<file path="config.mk">
export PLATFORM = sky130hd
export DESIGN_NAME = sar_search_ctrl_flat
export DESIGN_NICKNAME = d
export VERILOG_FILES = /design/src/rtl/sar_search_ctrl_if.sv /design/src/rtl/sar_search_ctrl.sv /design/src/flat_wrapper.sv
export SDC_FILE = /design/constraint.sdc
export NUM_CORES = 1
export LEC_CHECK = 0
export ABC_AREA = 1
export ABC_CLOCK_PERIOD_IN_PS = 4560
export CORE_ASPECT_RATIO = 1.5
export CORE_MARGIN = 2
export CORE_UTILIZATION = 45
export DETAILED_ROUTE_END_ITERATION = 10
export PLACE_DENSITY_LB_ADDON = 0.1
export SETUP_SLACK_MARGIN = 0.02
export SKIP_CTS_REPAIR_TIMING = 1
export SYNTH_ARGS = -nofsm -noshare
export SYNTH_HDL_FRONTEND = slang
export SYNTH_SLANG_ARGS = --single-unit
export TNS_END_PERCENT = 100
</file>
<file path="constraint.sdc">
create_clock -name clk -period 4.56 [get_ports clk]
set_clock_uncertainty 0.15 [all_clocks]
set_input_delay 0.912 -clock clk [delete_from_list [all_inputs] [get_ports clk]]
set_output_delay 0.912 -clock clk [all_outputs]
set_load 0.01 [all_outputs]
</file>
<file path="src/rtl/sar_search_ctrl_if.sv">
// sar_search_ctrl_if: start/flag/result bundle between the search controller and its comparator side
interface sar_search_ctrl_if #(parameter int N = 16);
    logic         start;
    logic         less;
    logic         more;
    logic         equal;
    logic [N-1:0] trial;
    logic [N-1:0] result;
    logic         busy;
    logic         done;
    logic         found;
    logic         err;
    modport master (input start, less, more, equal, output trial, result, busy, done, found, err);
    modport slave  (output start, less, more, equal, input trial, result, busy, done, found, err);
endinterface

</file>
<file path="src/rtl/sar_search_ctrl.sv">
// sar_search_ctrl: MSB-first successive-approximation search driving an external Less/More/Equal comparator
module sar_search_ctrl #(
    parameter int N       = 16,
    parameter int CMP_LAT = 1
) (
    input logic              clk,
    input logic              rst,
    sar_search_ctrl_if.master bus
);
    localparam int KW = (N > 1) ? $clog2(N) : 1;
    localparam int CW = $clog2(CMP_LAT + 1);
    localparam logic [N-1:0] ONE = {{(N-1){1'b0}}, 1'b1};
    localparam logic [N-1:0] MSB = {1'b1, {(N-1){1'b0}}};

    typedef enum logic [1:0] {IDLE, TEST, VERIFY} state_t;

    state_t        state, state_n;
    logic [N-1:0]  trial, trial_n, r, r_n, result, result_n, bit_k, r_upd;
    logic [KW-1:0] k, k_n;
    logic [CW-1:0] cnt, cnt_n;
    logic          busy, busy_n, done, done_n, found, found_n, err, err_n;

    assign bus.trial  = trial;
    assign bus.result = result;
    assign bus.busy   = busy;
    assign bus.done   = done;
    assign bus.found  = found;
    assign bus.err    = err;

    always_ff @(posedge clk) begin
        if (rst) begin
            state  <= IDLE;
            trial  <= '0;
            r      <= '0;
            k      <= '0;
            cnt    <= '0;
            result <= '0;
            busy   <= 1'b0;
            done   <= 1'b0;
            found  <= 1'b0;
            err    <= 1'b0;
        end else begin
            state  <= state_n;
            trial  <= trial_n;
            r      <= r_n;
            k      <= k_n;
            cnt    <= cnt_n;
            result <= result_n;
            busy   <= busy_n;
            done   <= done_n;
            found  <= found_n;
            err    <= err_n;
        end
    end

    always_comb begin
        state_n  = state;
        trial_n  = trial;
        r_n      = r;
        k_n      = k;
        cnt_n    = cnt;
        result_n = result;
        busy_n   = busy;
        done_n   = 1'b0;
        found_n  = found;
        err_n    = err;
        bit_k    = ONE << k;
        r_upd    = bus.less ? (r | bit_k) : r;
        if (state == IDLE) begin
            trial_n = '0;
            busy_n  = 1'b0;
            if (bus.start) begin
                state_n = TEST;
                trial_n = MSB;
                r_n     = '0;
                k_n     = KW'(N - 1);
                cnt_n   = '0;
                busy_n  = 1'b1;
                found_n = 1'b0;
                err_n   = 1'b0;
            end
        end else if (cnt != CW'(CMP_LAT - 1)) begin
            cnt_n = cnt + 1'b1;
        end else begin
            // Sample edge: every path below ends the search unless TEST keeps resolving bits
            cnt_n   = '0;
            state_n = IDLE;
            trial_n = '0;
            busy_n  = 1'b0;
            done_n  = 1'b1;
            if (!$onehot({bus.less, bus.more, bus.equal})) begin
                err_n    = 1'b1;
                found_n  = 1'b0;
                result_n = r;
            end else if (state == VERIFY) begin
                result_n = trial;
                found_n  = bus.equal;
            end else if (bus.equal) begin
                result_n = trial;
                found_n  = 1'b1;
            end else begin
                done_n  = 1'b0;
                busy_n  = 1'b1;
                state_n = (k == '0) ? VERIFY : TEST;
                r_n     = r_upd;
                k_n     = (k == '0) ? k : k - 1'b1;
                trial_n = (k == '0) ? r_upd : (r_upd | (bit_k >> 1));
            end
        end
    end
endmodule

</file>
<file path="src/flat_wrapper.sv">
// flat-port wrapper written by rule: the top's interface ports become plain ports
module sar_search_ctrl_flat 
#(
    parameter int N       = 16,
    parameter int CMP_LAT = 1
)
  (clk, rst, bus_start, bus_less, bus_more, bus_equal, bus_trial, bus_result, bus_busy, bus_done, bus_found, bus_err);
  sar_search_ctrl_if #(.N(N)) bus_i ();
  input logic clk;
  input logic rst;
  input wire logic [$bits(bus_i.start)-1:0] bus_start;
  input wire logic [$bits(bus_i.less)-1:0] bus_less;
  input wire logic [$bits(bus_i.more)-1:0] bus_more;
  input wire logic [$bits(bus_i.equal)-1:0] bus_equal;
  output wire logic [$bits(bus_i.trial)-1:0] bus_trial;
  output wire logic [$bits(bus_i.result)-1:0] bus_result;
  output wire logic [$bits(bus_i.busy)-1:0] bus_busy;
  output wire logic [$bits(bus_i.done)-1:0] bus_done;
  output wire logic [$bits(bus_i.found)-1:0] bus_found;
  output wire logic [$bits(bus_i.err)-1:0] bus_err;
  assign bus_i.start = bus_start;
  assign bus_i.less = bus_less;
  assign bus_i.more = bus_more;
  assign bus_i.equal = bus_equal;
  assign bus_trial = bus_i.trial;
  assign bus_result = bus_i.result;
  assign bus_busy = bus_i.busy;
  assign bus_done = bus_i.done;
  assign bus_found = bus_i.found;
  assign bus_err = bus_i.err;
  sar_search_ctrl #(.N(N), .CMP_LAT(CMP_LAT)) u_core (.clk(clk), .rst(rst), .bus(bus_i));
endmodule
</file>
==> flow_metrics.env <==
export IMPL_root_buffer="clkbuf_8"
export IMPL_drt_first_iter_violations=149
export IMPL_syn_inst=352
export IMPL_synth_nets=364
export IMPL_slew_headroom=0.670
export IMPL_tightest_slew_ps=493
export IMPL_initial_core_util=0.461
export IMPL_outcome="finished, final reports clean"
export IMPL_antenna_found_initial=0
export IMPL_yosysTopAreaCell="dfxtp_1"
export IMPL_row_count=34
export IMPL_fin_nets=402
export IMPL_ys_types=32
export IMPL_worst_hold_path_type="reg -> reg"
export IMPL_grt_pass1_vias=2245
export IMPL_setup_violations=0
export IMPL_slowest_delay_ps=650
export IMPL_n_antenna_cell=0
export IMPL_irDropWorstVdd_mv=0.232
export IMPL_p_seq_frac=0.431
export IMPL_netlist_area_sq_mm=0.00265
export IMPL_rsz0062_at_grt="no"
export IMPL_sw_frac_of_total=0.274
export IMPL_cp_end_kind="flop"
export IMPL_tns_ps=0
export IMPL_grt_overflow=0
export IMPL_maxCapViolCount=0
export IMPL_wl_per_cell_microns=13.1
export IMPL_combPwrFrac=0.157
export IMPL_die_w_microns=66.7
export IMPL_cts_buffer_depth=2
export IMPL_netlist_top_cells_area="dfxtp_1 (44%), nand2_1 (7.6%), nor2_1 (6.4%), a21oi_1 (5.3%), o21ai_0 (4.7%)"
export IMPL_syn_avg_cell_area_sq_um=7.53
export IMPL_startpoint="bus_equal"
export IMPL_hpwl_microns=4590
export IMPL_drt_pass1_iterations=4
export IMPL_vias_per_cell=5.00
export IMPL_internal_power_uw=928
export IMPL_synth_edf_count=0
export IMPL_tritoncts="built"
export IMPL_path_cells="clkdlybuf4s50_1 -> fa_1 -> nand2_2 -> inv_2 -> nand3_4 -> nand2_2 -> o21ai_0 -> nor2_1"
export IMPL_criticalPathCategory="in -> reg"
export IMPL_die_h_microns=98.0
export IMPL_clockPowerShare=0.411
export IMPL_numCtsBuffers=9
export IMPL_dr_total_vias=2335
export IMPL_period_needed_ps=3320
export IMPL_r2r_start="u_core.state[0]$_SDFFE_PP0P_"
export IMPL_p_leak_uw=0.00134
export IMPL_grt_pass1_wl_microns=10700
export IMPL_ys_seq_area_frac=0.438
export IMPL_cts_sinks=58
export IMPL_grt_max_degree=31
export IMPL_drive_above_1_share=0.127
export IMPL_clock_latency_ps=340
export IMPL_critPathRequiredTime_ps=4690
export IMPL_worstPathMaxFanout=30
export IMPL_io_buffers=41
export IMPL_fmax_mhz=301
export IMPL_die_area_sq_mm=0.00653
export IMPL_crit_arrival_ps=3450
export IMPL_ys_ff_latch=58
export IMPL_finalHoldViolCount=0
export IMPL_placed_cell_area_sq_mm=0.00306
export IMPL_final_common_cell="dfxtp_1"
export IMPL_power_switching_uw=351
export IMPL_gp_congestion=0.844
export IMPL_drc=0
export IMPL_cp_common_cell="nand2_2"
export IMPL_critical_path_slowest_cell="fa_1"
export IMPL_h_tree_depth=3
export IMPL_async_flop_share=0
export IMPL_hp_start="u_core.r[13]$_SDFFE_PP0P_"
export IMPL_holdWs_ps=316
export IMPL_final_cell_mix="dfxtp_1 (58), nand2_1 (54), nor2_1 (45), clkdlybuf4s50_1 (41), inv_1 (29)"
export IMPL_clk_pin_slew_worst_paths_ps=60
export IMPL_grt_total_usage=0.216
export IMPL_area_growth_pct=23.6
export IMPL_final_area_sq_mm=0.00328
export IMPL_ant_nets=0
export IMPL_io_pins=42
export IMPL_synth_top_area_frac=0.438
export IMPL_fill_cells=561
export IMPL_powerDensity_mw_per_mm2=391
export IMPL_postRouteWirelength_microns=6130
export IMPL_yosys_warnings=0
export IMPL_synthFlopType="dfxtp_1"
export IMPL_finalPower_uw=1280
export IMPL_fin_crit_sh=0.728
export IMPL_slew_viol_final=0
export IMPL_critPathLaunchType="input port"
export IMPL_coreArea_sq_mm=0.00574
==> per-stage QoR <==
| step | utilization | worst slack [ps] | std cells |
|---|---|---|---|
| global route | 0.570 | 919 | 467 |
| floorplan | - | 2140 | 352 |
| global placement | 0.532 | 920 | 451 |
| finish | 0.570 | 1240 | 467 |
| detailed placement | 0.532 | 870 | 451 |
| CTS | 0.570 | 1230 | 467 |
==> layer usage <==
metal	wire length [microns]	GRT usage	vias to the layer above
met2	2970	0.338	64
met3	293	0.0426	14
li1	-	-	1220
met1	2650	0.270	1037
met5	0	0	-
met4	211	0.124	0
==> worst max-delay path, delay by kind of cell <==
| kind | cells | cell delay (ps) |
|---|---|---|
| buf+inv | 2 | 940 |
| fa+ha+maj | 1 | 650 |
| simple gates | 4 | 810 |
| compound gates | 1 | 120 |
==> synthesized netlist by cell type, types with 5 or more instances <==
cell,instances
inv_1,29
inv_2,15
o21ai_2,5
o21ai_1,13
dfxtp_1,58
nand3_1,24
nand2_1,54
a21oi_1,28
nor2_1,45
ha_1,5
buf_2,8
nand2_2,5
o21ai_0,25
==> final timing paths <==
kind                                                      endpoint  slack [ps]  depth (start not counted)
worst max-delay path            u_core.bus.result[15]$_SDFFE_PP0P_        1240                          8
worst min-delay path                     u_core.r[13]$_SDFFE_PP0P_         320                          1
worst max register to register            u_core.k[0]$_SDFFE_PP0P_        2790                          6
worst min register to register           u_core.r[13]$_SDFFE_PP0P_         320                          1
==> sequential cells by signal (all words and copies together) (netlist names) <==
signal and flops:
u_core.bus.busy 1, u_core.bus.result 16, u_core.bus.found 1, u_core.state 2, u_core.bus.err 1, u_core.k 4
u_core.r 16, u_core.bus.done 1, u_core.bus.trial 16
==> layout make-up <==
cell class,instances,area (sq um),area share
clock buffers,11,141,0.0432
well taps,72,90.1,0.0275
repair buffers,42,418,0.128
inverters,44,165,0.0504
clock inverters,5,77.6,0.0237
multi-input cells,235,1220,0.373
flip-flops and latches,58,1160,0.354
==> power by group through the flow <==
stage | Clock (uW) | Sequential [uW] | Combinational, uW
final | 526 | 552 | 201
after global routing | 561 | 556 | 229
after CTS | 538 | 552 | 203
after detailed placement | 0 | 563 | 202
after global placement | 0 | 563 | 200
after floorplan | 0 | 564 | 139
==> cell families after synthesis <==
kind of cell / count (synthesis) / synth area share
DFF: 58 / 0.438
and+or+nand+nor: 142 / 0.244
buffers and inverters: 59 / 0.101
AOI/OAI and AO/OA: 87 / 0.186
adders and majority gates: 6 / 0.0312
Note: power is estimated with default switching activity, not from simulation.
